### config.mk
export PLATFORM = sky130hd
export DESIGN_NAME = add_op
export DESIGN_NICKNAME = d
export VERILOG_FILES = /design/src/rtl/add_op.sv
export SDC_FILE = /design/constraint.sdc
export NUM_CORES = 1
export LEC_CHECK = 0
export CAP_MARGIN = 20
export CORE_MARGIN = 2
export CORE_UTILIZATION = 55
export DETAILED_ROUTE_END_ITERATION = 6
export PLACE_DENSITY = 0.84
export SETUP_SLACK_MARGIN = 0.3
export SLEW_MARGIN = 20
export SYNTH_ARGS = -nofsm -noshare
export SYNTH_HDL_FRONTEND = slang
export SYNTH_SLANG_ARGS = --single-unit
### constraint.sdc
create_clock -name clk -period 0.8 [get_ports clk]
set_input_delay 0.12 -clock clk [delete_from_list [all_inputs] [get_ports clk]]
set_output_delay 0.12 -clock clk [all_outputs]
set_load 0.01 [all_outputs]
### src/rtl/add_op.sv
// add_op: binary32 adder with round-to-nearest-even, flush-to-zero and registered result/flag.
module add_op (
  input  logic        clk,
  input  logic        rst_n,
  input  logic [31:0] para1,
  input  logic [31:0] para2,
  output logic [31:0] out,
  output logic        under_overflow
);
  logic        sa, sb, sl, inf_a, inf_b, nan_a, nan_b, swap, eff_sub;
  logic        nan_res, both_zero, zero_dif, ovf, unf, inc, special;
  logic [7:0]  ea, eb, el, es, d;
  logic [23:0] ma, mb, ml, ms;
  logic [49:0] ext;
  logic [26:0] lg, sm, dif, nrm;
  logic [27:0] sum;
  logic [24:0] rnd;
  logic [22:0] frac;
  logic [9:0]  e1, e2;
  logic [4:0]  lz;
  logic [31:0] d_out;
  logic        d_flag;
  assign sa = para1[31];
  assign sb = para2[31];
  assign ea = para1[30:23];
  assign eb = para2[30:23];
  assign ma = (ea == 8'd0) ? 24'd0 : {1'b1, para1[22:0]};
  assign mb = (eb == 8'd0) ? 24'd0 : {1'b1, para2[22:0]};
  assign inf_a = (ea == 8'hFF) && (para1[22:0] == 23'd0);
  assign inf_b = (eb == 8'hFF) && (para2[22:0] == 23'd0);
  assign nan_a = (ea == 8'hFF) && (para1[22:0] != 23'd0);
  assign nan_b = (eb == 8'hFF) && (para2[22:0] != 23'd0);
  assign swap = {eb, mb} > {ea, ma};
  assign sl = swap ? sb : sa;
  assign el = swap ? eb : ea;
  assign es = swap ? ea : eb;
  assign ml = swap ? mb : ma;
  assign ms = swap ? ma : mb;
  assign eff_sub = sa ^ sb;
  assign d = el - es;
  // Smaller significand aligned into 24 bits + guard + round, remainder folded into sticky
  assign ext = {ms, 26'd0} >> d;
  assign lg = {ml, 3'b000};
  assign sm = (d >= 8'd26) ? {26'd0, |ms} : {ext[49:24], |ext[23:0]};
  assign sum = {1'b0, lg} + {1'b0, sm};
  assign dif = lg - sm;
  always_comb begin
    lz = 5'd0;
    for (int i = 0; i < 27; i++)
      if (dif[i]) lz = 5'(26 - i);
  end
  assign nrm = eff_sub ? (dif << lz) : sum[27] ? {sum[27:2], |sum[1:0]} : sum[26:0];
  assign e1 = eff_sub ? {2'b00, el} - {5'd0, lz} : {2'b00, el} + {9'd0, sum[27]};
  assign inc = nrm[2] & (nrm[1] | nrm[0] | nrm[3]);
  assign rnd = {1'b0, nrm[26:3]} + {24'd0, inc};
  assign frac = rnd[24] ? rnd[23:1] : rnd[22:0];
  assign e2 = e1 + {9'd0, rnd[24]};
  // e2 is two's complement: bit 9 set means the exponent went negative
  assign ovf = !e2[9] && (e2 >= 10'd255);
  assign unf = e2[9] || (e2 == 10'd0);
  assign nan_res = nan_a | nan_b | (inf_a & inf_b & eff_sub);
  assign both_zero = (ea == 8'd0) && (eb == 8'd0);
  assign zero_dif = eff_sub && (dif == 27'd0);
  assign special = nan_res | inf_a | inf_b | both_zero | zero_dif;
  assign d_out = nan_res   ? 32'h7FC00000 :
                 inf_a     ? para1 :
                 inf_b     ? para2 :
                 both_zero ? {sa & sb, 31'd0} :
                 zero_dif  ? 32'd0 :
                 ovf       ? {sl, 8'hFF, 23'd0} :
                 unf       ? {sl, 31'd0} :
                             {sl, e2[7:0], frac};
  assign d_flag = !special && (ovf || unf);
  always_ff @(posedge clk or negedge rst_n)
    if (!rst_n) begin
      out <= 32'd0;
      under_overflow <= 1'b0;
    end else begin
      out <= d_out;
      under_overflow <= d_flag;
    end
endmodule

==> results_dict.tcl, run 1 <==
set metrics [dict create \
    yosysMostFrequentCell "nand2_1" \
    chipHeight_um 159 \
    synth_common_cells "nand2_1, nor2_1, a21oi_1" \
    yosys.area.top_type "ha_1" \
    numCtsBuffers 5 \
    synthAdderAreaFrac_pct 9.40 \
    ctsResizeCount 526 \
    htreeDepth 2 \
    synth_nets 2124 \
    synth_compound_area_share_pct 35.5 \
    synth.area.top_cells "ha_1, nand2_1, dfrtp_1, a21oi_1, nor2_1" \
    ctsHoldBuffers 0 \
    root_buffer "clkbuf_16" \
    synth-simple-area-share_pct 29.3 \
    ys_async_sr_fraction_pct 100 \
    yosysWarnings 0 \
    syn_area_per_cell_um2 6.73 \
    ys_seq_area_share_pct 6.26 \
    die_width_um 159 \
    routabilityCongestion 1.23 \
    row_count 56 \
    outcome "stopped before the end" \
    io_pins 99 \
    start_util_pct 56.1 \
    synth_top_family_by_area "compound AO/OA/AOI/OAI gates" \
    syn_area_mm2 0.0132 \
    cts_buffer_depth 2 \
    synth.distinct_cells 121 \
    synthCells 1960 \
    muxShareOfSynthArea_pct 7.43 \
    ys_ff_latch 33 \
    synth_top_area_share_pct 9.10 \
    clock_sinks 33 \
    io_buffers 98 \
    synth-xor-area-share_pct 5.02 \
    synth_ff_type "dfrtp_1" \
    error_line "[ERROR DPL-0033] detailed placement checks failed during check placement." \
    cts_setup_buffers 77 \
    lastStage "clock tree synthesis (4_1_cts)" \
    synth_edf_count 0 \
    hpwl_um 67000 \
]
## kinds of logic after synthesis
family	Yosys count
buf+inv	227
flops	33
simple gates	794
compound gates	647
mux	87
xor+xnor	74
fa+ha+maj	98
## per-stage QoR
stage               cells  setup TNS (ps)  worst slack [ps]  instance area [um^2]
floorplan            1960         -371880            -11670                 14000
global placement     3081         -379050            -11660                 20900
detailed placement   3081         -430890            -13280                 20900
==> run 2, diff against run 1 <==
CORE_UTILIZATION = 40   (was 55)
PLACE_DENSITY = default   (was 0.84)
PLACE_DENSITY_LB_ADDON = 0.15   (was default)
SETUP_SLACK_MARGIN = default   (was 0.3)
clock period = 1.04 ns   (was 0.8 ns; I/O delays follow)
==> run 2 against run 1 <==
Net effect:
- the flow now finishes, with violations (setup timing)
- synthesized cell count did not move
- synthesized area did not move
==> results_dict.tcl, run 2 <==
set metrics [dict create \
    outcome "finished, violations left" \
    violations "setup timing" \
    fin_cells 3405 \
    first_pass_iters 5 \
    start_util_pct 40.6 \
    top_register "out" \
    fin_hold_ws_ps 244 \
    setup_tns_ps -353380 \
    ff_latch_area_um2 826 \
    synth_nets 2124 \
    yosys.area.top_type "ha_1" \
    grt_usage_pct 41.3 \
    syn_area_mm2 0.0132 \
    synth.distinct_cells 121 \
    synthCells 1960 \
    top_regs "out (32), under_overflow (1)" \
    synth_edf_count 0 \
    clock_sinks 33 \
    postRouteAntennaNets 0 \
    fin_ws_ps -11000 \
    routabilityCongestion 1.08 \
    criticalPathCategory "in -> reg" \
    overflow 0 \
    synth.area.top_cells "ha_1, nand2_1, dfrtp_1, a21oi_1, nor2_1" \
    yosysWarnings 0 \
    yosysMostFrequentCell "nand2_1" \
    root_buffer "clkbuf_16" \
    fin_crit_sh_pct 1160 \
    worst_path_most_repeated_cell "a21oi_2" \
    drt-wirelength-per-cell_um 21.8 \
    htreeDepth 2 \
    crit_path_end_kind "flip-flop" \
    clock.fmax_mhz 83.1 \
    maxSlewViolCount 0 \
    n_fill_cell 2474 \
    dp_cells 3267 \
    setup_viol 33 \
    synth_common_cells "nand2_1, nor2_1, a21oi_1" \
    totalWireLength_um 74300 \
    cts_tree "done" \
    drive_gt1_share_pct 51.0 \
    clk_pin_slew_ps 50 \
    final_common_cell "buf_4" \
    synth_top_area_share_pct 9.10 \
    syn_area_per_cell_um2 6.73 \
    crit_path_max_fanout 7 \
    ys_async_sr_fraction_pct 100 \
    num_vias 20600 \
    cpPeakStageDelay_ps 570 \
    numCtsBuffers 5 \
    drcViolationCount 0 \
    required_ps 1240 \
    cp_slowest_cell "or4b_4" \
    worst_ir_drop_vdd_mv 1.36 \
    hold_path_class "in -> async" \
    coreArea_mm2 0.0325 \
    power.density_mw_per_mm2 2030 \
    largest_register_ffs 32 \
    tightest_slew_ps 1030 \
    grt_max_degree 59 \
    row_count 66 \
    final_nets 3127 \
    startpoint "para1[27]" \
    multi_input_area_mm2 0.0137 \
    grt_pass1_vias 20000 \
    ctsHoldBuffers 0 \
    hpwl_um 57700 \
    dieArea_mm2 0.0345 \
    die_width_um 186 \
    drt-initial-drc-count 2122 \
    cts_buffer_depth 2 \
    ys_ff_latch 33 \
    grt_antenna_before_repair 0 \
    chipHeight_um 186 \
    ys_seq_area_share_pct 6.26 \
    diodes 0 \
    crit_arrival_ps 12240 \
    rsz0062_at_grt "yes" \
    power_leakage_nw 11.5 \
    grt_pass1_wl_um 111000 \
    maxCapViolCount 0 \
    hold_viol 0 \
    io_buffers 98 \
    synth_ff_type "dfrtp_1" \
    io_pins 99 \
    max_slew_margin_pct 30.7 \
    via_per_inst 6.05 \
    final_cell_mix "buf_4, nand2_1, nor2_1" \
    place_ws_ps -12160 \
    area_growth_pct 87.1 \
    period_minus_slack_ps 12040 \
    start_kind "input port" \
]
## run 2: worst max-delay path: cells and delay by family
family          cells  cell delay [ps]
simple gates       28             5170
compound gates     20             3830
buf+inv             9             1280
fa+ha+maj           5              980
mux                 2              650
xor+xnor            1              150
## run 2: stage by stage
step           utilization [%]  cell area, um^2  total power [mW]
2_1_floorplan                -            14000              21.0
3_3_place_gp              66.5            21600              41.5
3_5_place_dp              66.5            21600              41.8
4_1_cts                   73.5            23900              46.7
5_1_grt                   75.9            24700              52.6
6_report                  75.9            24700              50.1
## run 2: kinds of logic after synthesis
logic type | share of synthesized area [%]
compound gates | 35.5
xor+xnor | 5.02
fa+ha+maj | 9.40
buf+inv | 7.08
flops | 6.26
mux | 7.43
simple gates | 29.3
## run 2: routing by layer
| metal | routed length (um) | vias to the layer above | track usage, % | share of wire [%] |
|---|---|---|---|---|
| met3 | 6850 | 298 | 7.06 | 9.2 |
| met5 | 0 | - | 0 | 0 |
| li1 | - | 9315 | - | - |
| met4 | 4000 | 0 | 19.0 | 5.4 |
| met2 | 33900 | 1206 | 68.3 | 46 |
| met1 | 29500 | 9767 | 52.3 | 40 |
## run 2: worst paths after layout
kind                            to  slack [ps]  cells after the start
max                        out[11]      -11000                     65
max in group asynchronous  out[15]         620                      2
min in group clk           out[31]         600                      6
min                        out[29]         240                      2
## run 2: power by group
group          leakage (nW)  switching, mW  internal [mW]  total [mW]
Combinational          11.0           23.9           22.7        46.6
Sequential            0.397          0.176           1.87        2.04
Clock                0.0690          0.541          0.937        1.48
Total                  11.5           24.6           25.5        50.1
## run 2: timing repair
item,CTS,global route
gates resized for setup,448,142
buffers inserted,89,38
setup endpoints to repair,66,52
pin swaps,144,96
gates cloned,7,1
## run 2: final cells by class
cell class,instances,area share (%)
Inverter,113,1.75
Clock inverter,1,0.0304
Sequential cell,33,3.34
Timing Repair Buffer,1109,36.4
Clock buffer,6,0.563
Tap cell,442,2.24
Multi-Input combinational cell,1701,55.7
Power figures use the tool's default switching activity.
